==> src/rtl/hc112_pkg.sv <==
`default_nettype none
// =============================================================================
// Module   : hc112_pkg
// Brief    : Shared opcodes, FSM states and JK helper functions for hc112_driver.
// Revision : 1.0 - initial release
// =============================================================================
package hc112_pkg;

  typedef enum logic [1:0] {
    OP_SYNC_JK   = 2'd0,
    OP_ASYNC_SET = 2'd1,
    OP_ASYNC_CLR = 2'd2,
    OP_WRITE_Q   = 2'd3
  } cmd_op_e;

  typedef enum logic [2:0] {
    ST_IDLE      = 3'd0,
    ST_SETUP     = 3'd1,
    ST_CLK_LOW   = 3'd2,
    ST_ASYNC_LOW = 3'd3,
    ST_SETTLE    = 3'd4,
    ST_RESP      = 3'd5
  } state_e;

  localparam int CNT_W = 8;

  function automatic logic jk_next(input logic q, input logic j, input logic k);
    case ({j, k})
      2'b00:   return q;
      2'b01:   return 1'b0;
      2'b10:   return 1'b1;
      default: return ~q;
    endcase
  endfunction

  // Returns {j,k}; with an unknown current state both inputs are forced.
  function automatic logic [1:0] excite(input logic q, input logic q_valid, input logic d);
    if (!q_valid)  return {d, ~d};
    else if (!q)   return {d, 1'b0};
    else           return {1'b0, ~d};
  endfunction

endpackage
`default_nettype wire

==> src/rtl/hc112_sync2.sv <==
`default_nettype none
// =============================================================================
// Module   : hc112_sync2
// Brief    : Two-flop synchronizer per bit, synchronous reset to zero.
// Revision : 1.0 - initial release
// =============================================================================
module hc112_sync2 #(
  parameter int WIDTH = 1
) (
  input  logic             clk,
  input  logic             rst,
  input  logic [WIDTH-1:0] d,
  output logic [WIDTH-1:0] q
);

  logic [WIDTH-1:0] meta_q;
  logic [WIDTH-1:0] sync_q;

  always_ff @(posedge clk) begin
    if (rst) begin
      meta_q <= '0;
      sync_q <= '0;
    end else begin
      meta_q <= d;
      sync_q <= meta_q;
    end
  end

  assign q = sync_q;

endmodule
`default_nettype wire

==> src/rtl/hc112_driver.sv <==
`default_nettype none
// =============================================================================
// Module   : hc112_driver
// Brief    : Command-driven stimulus/self-check engine for a dual 74HC112 JK FF.
//            Optional QN consistency check enabled by macro HC112_QN_CHECK_EN.
// Revision : 1.0 - initial release
// =============================================================================
module hc112_driver #(
  parameter int SETUP_CYC  = 2,
  parameter int PULSE_CYC  = 2,
  parameter int SETTLE_CYC = 3
) (
  input  logic       Clk,
  input  logic       Rst,
  input  logic       cmd_valid,
  output logic       cmd_ready,
  input  logic       cmd_ch,
  input  logic [1:0] cmd_op,
  input  logic       cmd_j,
  input  logic       cmd_k,
  input  logic       cmd_d,
  output logic [1:0] J,
  output logic [1:0] K,
  output logic [1:0] ClkOut,
  output logic [1:0] SD_n,
  output logic [1:0] RD_n,
  input  logic [1:0] Q,
  input  logic [1:0] QN,
  output logic       rsp_valid,
  input  logic       rsp_ready,
  output logic       rsp_q,
  output logic       rsp_err
);
  import hc112_pkg::*;

  localparam logic [CNT_W-1:0] SETUP_LAST  = CNT_W'(SETUP_CYC - 1);
  localparam logic [CNT_W-1:0] PULSE_LAST  = CNT_W'(PULSE_CYC - 1);
  localparam logic [CNT_W-1:0] SETTLE_LAST = CNT_W'(SETTLE_CYC - 1);
  localparam logic [CNT_W-1:0] CNT_ONE     = CNT_W'(1);

  generate
    if (SETTLE_CYC < 2) begin : g_settle_check
      $error("hc112_driver: SETTLE_CYC must be >= 2");
    end
  endgenerate

  state_e           state_q, state_d;
  logic [CNT_W-1:0] cnt_q, cnt_d;
  logic             ch_q, ch_d;
  cmd_op_e          op_q, op_d;
  logic [1:0]       jk_q, jk_d;
  logic             exp_q, exp_d;
  logic             exp_vld_q, exp_vld_d;
  logic [1:0]       shq_q, shq_d;
  logic [1:0]       shv_q, shv_d;
  logic [1:0]       j_q, j_d, k_q, k_d;
  logic [1:0]       clk_q, clk_d, sd_q, sd_d, rd_q, rd_d;
  logic             rsp_valid_q, rsp_valid_d;
  logic             rsp_q_q, rsp_q_d;
  logic             rsp_err_q, rsp_err_d;

  logic [1:0]       q_sync;
  logic             qn_bad;
  logic             accept;
  logic             sample;
  logic             q_sel;
  cmd_op_e          op_in;

  hc112_sync2 #(.WIDTH(2)) u_sync_q (.clk(Clk), .rst(Rst), .d(Q), .q(q_sync));

`ifdef HC112_QN_CHECK_EN
  logic [1:0] qn_sync;
  hc112_sync2 #(.WIDTH(2)) u_sync_qn (.clk(Clk), .rst(Rst), .d(QN), .q(qn_sync));
  assign qn_bad = (qn_sync[ch_q] == q_sync[ch_q]);
`else
  logic unused_qn;
  assign unused_qn = ^QN;
  assign qn_bad    = 1'b0;
`endif

  assign op_in     = cmd_op_e'(cmd_op);
  assign cmd_ready = (state_q == ST_IDLE) && !Rst;
  assign accept    = cmd_valid && cmd_ready;
  assign sample    = (state_q == ST_SETTLE) && (cnt_q == '0);
  assign q_sel     = q_sync[ch_q];

  always_ff @(posedge Clk) begin
    if (Rst) begin
      state_q     <= ST_IDLE;
      cnt_q       <= '0;
      ch_q        <= 1'b0;
      op_q        <= OP_SYNC_JK;
      jk_q        <= 2'b00;
      exp_q       <= 1'b0;
      exp_vld_q   <= 1'b0;
      shq_q       <= 2'b00;
      shv_q       <= 2'b00;
      j_q         <= 2'b00;
      k_q         <= 2'b00;
      clk_q       <= 2'b11;
      sd_q        <= 2'b11;
      rd_q        <= 2'b11;
      rsp_valid_q <= 1'b0;
      rsp_q_q     <= 1'b0;
      rsp_err_q   <= 1'b0;
    end else begin
      state_q     <= state_d;
      cnt_q       <= cnt_d;
      ch_q        <= ch_d;
      op_q        <= op_d;
      jk_q        <= jk_d;
      exp_q       <= exp_d;
      exp_vld_q   <= exp_vld_d;
      shq_q       <= shq_d;
      shv_q       <= shv_d;
      j_q         <= j_d;
      k_q         <= k_d;
      clk_q       <= clk_d;
      sd_q        <= sd_d;
      rd_q        <= rd_d;
      rsp_valid_q <= rsp_valid_d;
      rsp_q_q     <= rsp_q_d;
      rsp_err_q   <= rsp_err_d;
    end
  end

  // Expectation is fixed at accept time, while the shadow still holds the pre-op state.
  always_comb begin
    state_d   = state_q;
    cnt_d     = cnt_q;
    ch_d      = ch_q;
    op_d      = op_q;
    jk_d      = jk_q;
    exp_d     = exp_q;
    exp_vld_d = exp_vld_q;
    case (state_q)
      ST_IDLE: begin
        if (accept) begin
          ch_d      = cmd_ch;
          op_d      = op_in;
          jk_d      = 2'b00;
          exp_vld_d = 1'b1;
          case (op_in)
            OP_SYNC_JK: begin
              jk_d      = {cmd_j, cmd_k};
              exp_d     = jk_next(shq_q[cmd_ch], cmd_j, cmd_k);
              exp_vld_d = shv_q[cmd_ch] | (cmd_j ^ cmd_k);
            end
            OP_ASYNC_SET: exp_d = 1'b1;
            OP_ASYNC_CLR: exp_d = 1'b0;
            default: begin
              jk_d  = excite(shq_q[cmd_ch], shv_q[cmd_ch], cmd_d);
              exp_d = cmd_d;
            end
          endcase
          if ((op_in == OP_ASYNC_SET) || (op_in == OP_ASYNC_CLR)) begin
            state_d = ST_ASYNC_LOW;
            cnt_d   = PULSE_LAST;
          end else begin
            state_d = ST_SETUP;
            cnt_d   = SETUP_LAST;
          end
        end
      end
      ST_SETUP: begin
        if (cnt_q == '0) begin
          state_d = ST_CLK_LOW;
          cnt_d   = PULSE_LAST;
        end else begin
          cnt_d = cnt_q - CNT_ONE;
        end
      end
      ST_CLK_LOW, ST_ASYNC_LOW: begin
        if (cnt_q == '0) begin
          state_d = ST_SETTLE;
          cnt_d   = SETTLE_LAST;
        end else begin
          cnt_d = cnt_q - CNT_ONE;
        end
      end
      ST_SETTLE: begin
        if (cnt_q == '0) state_d = ST_RESP;
        else             cnt_d   = cnt_q - CNT_ONE;
      end
      ST_RESP: begin
        if (rsp_ready) state_d = ST_IDLE;
      end
      default: state_d = ST_IDLE;
    endcase
  end

  // Pin values are decoded from the next state so they leave the flops glitch-free.
  always_comb begin
    j_d         = 2'b00;
    k_d         = 2'b00;
    clk_d       = 2'b11;
    sd_d        = 2'b11;
    rd_d        = 2'b11;
    rsp_valid_d = (state_d == ST_RESP);
    rsp_q_d     = rsp_q_q;
    rsp_err_d   = rsp_err_q;
    shq_d       = shq_q;
    shv_d       = shv_q;
    case (state_d)
      ST_SETUP, ST_SETTLE: begin
        j_d[ch_d] = jk_d[1];
        k_d[ch_d] = jk_d[0];
      end
      ST_CLK_LOW: begin
        j_d[ch_d]   = jk_d[1];
        k_d[ch_d]   = jk_d[0];
        clk_d[ch_d] = 1'b0;
      end
      ST_ASYNC_LOW: begin
        if (op_d == OP_ASYNC_SET) sd_d[ch_d] = 1'b0;
        else                      rd_d[ch_d] = 1'b0;
      end
      default: ;
    endcase
    if (sample) begin
      rsp_q_d     = q_sel;
      rsp_err_d   = (exp_vld_q && (q_sel != exp_q)) || qn_bad;
      shq_d[ch_q] = q_sel;
      shv_d[ch_q] = 1'b1;
    end
  end

  assign J         = j_q;
  assign K         = k_q;
  assign ClkOut    = clk_q;
  assign SD_n      = sd_q;
  assign RD_n      = rd_q;
  assign rsp_valid = rsp_valid_q;
  assign rsp_q     = rsp_q_q;
  assign rsp_err   = rsp_err_q;

endmodule
`default_nettype wire

==> config.mk <==
export PLATFORM = sky130hd
export DESIGN_NAME = hc112_driver
export DESIGN_NICKNAME = d
export VERILOG_FILES = /design/src/rtl/hc112_pkg.sv /design/src/rtl/hc112_sync2.sv /design/src/rtl/hc112_driver.sv
export SDC_FILE = /design/constraint.sdc
export NUM_CORES = 1
export LEC_CHECK = 0
export ABC_CLOCK_PERIOD_IN_PS = 2900
export BUFFER_PORTS_ARGS = -buffer_cell sky130_fd_sc_hd__buf_4
export CORE_MARGIN = 3
export CORE_UTILIZATION = 55
export CTS_BUF_LIST = sky130_fd_sc_hd__clkbuf_16
export CTS_CLUSTER_SIZE = 8
export DETAILED_ROUTE_END_ITERATION = 8
export PLACE_DENSITY = 0.84
export RECOVER_POWER = 25
export SETUP_SLACK_MARGIN = 0.05
export SKIP_CTS_REPAIR_TIMING = 1
export SLEW_MARGIN = 25
export SYNTH_ARGS = -nofsm -noshare
export SYNTH_HDL_FRONTEND = slang
export SYNTH_HIERARCHICAL = 1
export SYNTH_SLANG_ARGS = --single-unit
==> constraint.sdc <==
create_clock -name Clk -period 2.9 [get_ports Clk]
set_input_delay 0.435 -clock Clk [delete_from_list [all_inputs] [get_ports Clk]]
set_output_delay 0.435 -clock Clk [all_outputs]
set_load 0.01 [all_outputs]
# Yosys cells after proc, flatten, opt, wreduce, memory -nomap -nowiden
# Index checks and enable logic that the tools add are counted.
# W data, S select, Z words.
[word_totals]
latchBits = 0
romBits = 0
word_cells = 112
ram_bits = 0
memories = 0
regBits = 39
[classes]
eq_ne = 18
magnitude_cmp = 5
muxes = 35
n_reduce_logical = 22
mul = 0
bitwise_logic = 12
add_sub_neg = 1
n_shift = 0
div = 0
[ops]
columns = ["op", "count"]
rows = [
  ["$mux W8", 4],
  ["$pmux W8 S4", 1],
  ["$mux W3", 5],
  ["$pmux W3 S5", 1],
  ["$mux W2", 7],
  ["$eq A3 B2 Y1 const B", 4],
  ["$eq A3 B3 Y1 const B", 4],
  ["$mux W1", 11],
  ["$reduce_or A3 Y1", 3],
  ["$logic_not A8 Y1", 1],
  ["$reduce_or A2 Y1", 4],
  ["$sub A8 B1 Y8 const B", 1],
  ["$eq A2 B1 Y1 const B", 3],
  ["$eq A3 B1 Y1 const B", 2],
  ["$logic_and A1 B1 Y1", 6],
  ["$lt A1 B2 Y1 const B", 3],
  ["$not A1 Y1", 6],
  ["$pmux W1 S3", 2],
  ["$and A2 B2 Y2", 2],
  ["$eq A2 B2 Y1 const B", 2],
  ["$logic_not A2 Y1", 2],
  ["$ne A2 B2 Y1 const B", 2],
  ["$pmux W2 S2", 1],
  ["$reduce_bool A4 Y1", 1],
  ["13 further kinds", 15],
]

# Depth between registers and ports, before layout
[logic_depth]
word_depth = 10
depth_mapped = 7
mapped_depth_nobuf = 7

# Hierarchy
# The synthesis kept the hierarchy.
[modules_own_cells]
columns = ["module", "instances", "area_per_inst_um2", "seq_area_each_um2", "cells_per_inst"]
rows = [
  ["hc112_driver", 1, 1672.9, 700.7, 192],
  ["hc112_sync2", 1, 105.1, 80.1, 8],
]

# Least setup slack after synthesis
# No wires, ideal clock.
[synth_path]
kind = "register -> register"
start = "reg cnt_q[0]"
end = "reg rd_q[1], in the netlist RD_n[1]"
n_path_buf = 0
arrival_ns = 1.981
setup_time_ns = 0.134
path_stages_with_launch = 8
setup_slack_ns = 0.785
cell_sequence = "dfxtp_1 -> inv_1 -> ha_1 -> or3b_2 -> nor3_4 -> a311oi_2 -> nand2b_4 -> or4_1"
[synth_via]
elab_chain_cells = 6
[synth_rtl]
columns = ["item", "line", "source"]
rows = [
  ["start, declared", "hc112_driver.sv:48", "logic [CNT_W-1:0] cnt_q, cnt_d;"],
  ["start signal, assigned", "hc112_driver.sv:108", "cnt_q <= cnt_d;"],
  ["$logic_not A8 Y1 *", "hc112_driver.sv:166, hc112_driver.sv:174, hc112_driver.sv:182", ""],
  ["$mux W3 (on tied branches)", "hc112_driver.sv:182, hc112_driver.sv:166, hc112_driver.sv:174", ""],
  ["$pmux W3 S5 *", "hc112_driver.sv:136", "case (state_q)"],
  ["$eq A3 B2 Y1 *", "hc112_driver.sv:204", "case (state_d)"],
  ["$not A1 Y1 (no line) *", "--", ""],
  ["$reduce_or A3 Y1 (no line) *", "--", ""],
  ["end signal, assigned", "hc112_driver.sv:120", "rd_q <= rd_d;"],
  ["end, declared", "hc112_driver.sv:57", "logic [1:0] clk_q, clk_d, sd_q, sd_d, rd_q, rd_d;"],
]
# Every way passes the cells marked *; elsewhere a longest branch is shown, timed or not.
# A chain may end at the register's enable or synchronous reset.

# Final worst setup path
[layout_path]
start = "reg state_q[2]"
end = "reg rd_q[1], in the netlist RD_n[1]"
[layout_via]
elab_chain_cells = 10
[layout_rtl]
columns = ["item", "line", "source"]
rows = [
  ["start, declared", "hc112_driver.sv:47", "state_e state_q, state_d;"],
  ["start signal, assigned", "hc112_driver.sv:107", "state_q <= state_d;"],
  ["$logic_not A3 Y1", "hc112_driver.sv:82, hc112_driver.sv:136", ""],
  ["$logic_and A1 B1 Y1", "hc112_driver.sv:82", "assign cmd_ready = (state_q == ST_IDLE) && !Rst;"],
  ["$logic_and A1 B1 Y1", "hc112_driver.sv:83", "assign accept = cmd_valid && cmd_ready;"],
  ["$mux W1", "hc112_driver.sv:138", "if (accept) begin"],
  ["$mux W1", "hc112_driver.sv:136", ""],
  ["$lt A1 B2 Y1 (not written as such) or $ge A1 B1 Y1 (tied branches)", "hc112_driver.sv:216", "else rd_d[ch_d] = 1'b0;"],
  ["$logic_and A1 B1 Y1 (not written as such)", "hc112_driver.sv:216", ""],
  ["$mux W1 (not written as such)", "hc112_driver.sv:216", ""],
  ["$demux W1 S1", "hc112_driver.sv:216", ""],
  ["$not A2 Y2 (no line)", "--", ""],
]
# Parallel ways exist; a longest one is shown, timed or not.

==> summary.md <==
| Metric | Value |
|---|---|
| Row count | 20 |
| Final setup vio count | 0 |
| Worst R2R Setup Slack | 560 ps |
| Crit path from | state_q[2]$_SDFF_PP0_ |
| Worst r2r src | state_q[2]$_SDFF_PP0_ |
| CTS H-tree depth | 2 |
| Die area | between 3000 and 4000 µm² |
| Total gr overflow | 0 |
| Top_reg_cell synth | dfxtp_1 |
| Synth Net Count | ~220 |
| NetSw | 0.8196 mW |
| Count leader, synth | dfxtp_1 |
| Warning count from the yosys run | 6 |
| Ant diodes | 0 |
| NumNets Final | roughly 240 |
| Top Registers | cnt_q x8, state_q x3 |
| Clock transition at path regs | about 50 ps |
| Chip width | between 60 and 70 µm |
| Max VDD drop | around 0.46 mV |
| Logic pwr share | 0.407 |
| Data required, critical path | 3050 ps |
| Hold path startpoint | Q[1] |
| Post-Syn Area | between 1500 and 2000 µm² |
| Mean routed wirelength per cell | ~13 µm |
| Initial Util | 0.5776 |
| Most instantiated cells after synthesis | dfxtp_1 (39), nor2_1 (19), nand2_1 (14) |
| CTS tree | done |
| Final hold violations | 0 |
| Post-synth EDFFs | 0 |
| Root Driver | clkbuf_16 |
| Clk sinks | 39 |
| Main area contributors after synthesis | dfxtp_1 (44%), nor2_1 (4.0%), a21oi_1 (3.7%) |
| Sw Ratio | 0.3832 |
| CP arrival | approximately 2500 ps |
| Seq/Total Area, Yosys | 0.4391 |
| TNS Setup | 0 ps |
| Flip-flop count of the largest register after layout | 8 |
| Reg2Reg Capture Point | RD_n[1]$_SDFF_PP1_ |
| Synth area leader | dfxtp_1 |
| Clk_skew | around 4.8 ps |
| Via count | around 1500 |
| Largest net degree at the start of global routing | 29 |
| Final Power | 2.139 mW |
| PwrDens | 1017 nW/µm² |
| Num ports | 28 |
| Clock latency on the worst-skew pair | 280 ps |
| Reg power frac | 0.355 |
| Clk network pwr share | 0.237 |
| Post-Layout Inst Area | 2102 µm² |
| Placed wire-length estimate | about 2400 µm |
| Die height | approximately 63 µm |
| Iteration-0 DRC Markers | 79 |
| Worst Reg-to-Reg Cells | 5 |
| Biggest register | cnt_q |
| All-Layer GR Usage | 0.1920 |
| Maximum clock insertion buffer count | 2 |
| Dpl ws | between 500 and 600 ps |
| Count of different cell masters after synthesis | 46 |
| Non-Filler Instances | approximately 270 |
| Critical path launch point type | register |
| DR DRC count | 0 |
| Cell Int Power | roughly 1.3 mW |
| Asr flop ratio synth | 0 |
| Num CTS Buffers | 5 |
| Post-synth top area share | 0.4391 |
| Via density per instance | 5.517 |
| Period minus WS final | approximately 2300 ps |
| Post-route ant nets | 0 |
| Worst hold path class | in2reg |
| Slew @ Worst Pin | about 750 ps |
| Synthesized area per cell | a little under 9 µm² |
| Port bufs | 25 |
| DRT Wirelength | 3426 µm |
| Initial antenna violation count | 0 |
| Layout area overhead | 18.23% |
| Post-Syn Instances | 200 |
| Pre-antenna DRT Iters | 4 |
| Leak | 0.8271 nW |
| Hold path depth | 2 |
| Final GP Congestion | 0.8454 |
| Hold Path Sink | u_sync_q/meta_q[1]$_SDFF_PP0_ |
| Layout cells sized above 1 | 0.1366 |
| Number of global-route vias before repair | about 1300 |
| Flop and latch count out of synthesis | 39 |
| Worst Setup End Kind | register |
| Crit Path Max Fanout | 12 |
| First-pass GRT wire length | 5899 µm |
| Period utilization | 0.8059 |
| Slew HR | 0.4962 |
| Dpl cells | 263 |
| RSZ-0062 raised after global routing | false |
| Max cap viols | 0 |
| Placed cell areas | around 2000 µm² |
| Critical path class | reg2reg |
| Status | finished clean |
| Fmax | 427.9 MHz |
| Worst Setup Slack, final | approximately 560 ps |
| Pins Over Slew Limit | 0 |
| Core ar. | 3078 µm² |
cell type report:
cell class	instances	area, µm²
inverter	13	48.80
timing repair buffer	27	168.9
fill	267	975.9
tap	44	55.05
sequential	39	780.7
clock buffer	5	125.1
multi-input combinational	140	908.4
clock inverter	3	15.01
critical path: stages (launching register included):
cell and delay [ps]:
dfxtp_1 540, or3b_1 500, nor3_4 350, a311oi_2 150
nand2b_4 200, or4_1 470
power by group through the flow:
| stage | registers [mW] | clock network [mW] | logic, mW |
|---|---|---|---|
| after floorplan | 0.728 | 0 | 0.730 |
| after global placement | 0.765 | 0 | 0.858 |
| after detailed placement | 0.766 | 0 | 0.872 |
| after CTS | 0.758 | 0.515 | 0.876 |
| after global routing | 0.779 | 0.551 | 0.982 |
| final | 0.760 | 0.508 | 0.871 |
worst max path at each step:
stage	to	slack, ps	depth (start not counted)
floorplan	RD_n[1]$_SDFF_PP1_	790	7
global placement	SD_n[0]$_SDFF_PP1_	580	6
detailed placement	RD_n[0]$_SDFF_PP1_	560	6
CTS	RD_n[1]$_SDFF_PP1_	570	7
global route	K[1]$_SDFF_PP0_	350	7
finish	RD_n[1]$_SDFF_PP1_	560	5
cell families after synthesis:
| kind of cell | Yosys count | share of synthesized area |
|---|---|---|
| and+or+nand+nor | 77 | 0.2421 |
| AOI/OAI and AO/OA | 44 | 0.1626 |
| DFF | 39 | 0.4391 |
| buffers and inverters | 21 | 0.04996 |
| xor gates and xnor gates | 9 | 0.04434 |
| muxes | 6 | 0.03378 |
| adders and majority gates | 4 | 0.02815 |
per-stage QoR:
stage / utilization / hold WS [ps]
2_1_floorplan: - / 413.8
3_3_place_gp: 0.6484 / 416.9
3_5_place_dp: 0.6484 / 424.2
4_1_cts: 0.6939 / 359.9
5_1_grt: 0.6829 / 385.7
6_report: 0.6829 / 363.4
layout by cell type (no fill, tap or decap), types with 2 or more instances in the layout:
master	n
a211o_1	2
a211oi_1	2
a21oi_1	13
a31oi_1	2
buf_4	18
clkbuf_1	9
clkbuf_16	5
clkinv_1	2
dfxtp_1	39
ha_1	4
inv_1	13
mux2i_1	6
nand2_1	14
nand2b_1	3
nand3_1	6
nand3b_1	2
nand4_1	3
nor2_1	19
nor2b_1	6
nor3_1	7
nor3b_1	2
nor4_1	3
o211ai_1	5
o21ai_0	9
or4_1	4
xnor2_1	2
xor2_1	7
metal layers:
| metal | vias up | share of wire | wire [µm] | track usage |
|---|---|---|---|---|
| met5 | - | 0 | 0 | 0 |
| met4 | 0 | 0.015 | 50 | 0.09091 |
| met3 | 4 | 0.047 | 161 | 0.07194 |
| met2 | 30 | 0.47 | 1595 | 0.2929 |
| met1 | 699 | 0.47 | 1619 | 0.2383 |
| li1 | 762 | - | - | - |
Note: power is estimated with default switching activity, not from simulation.
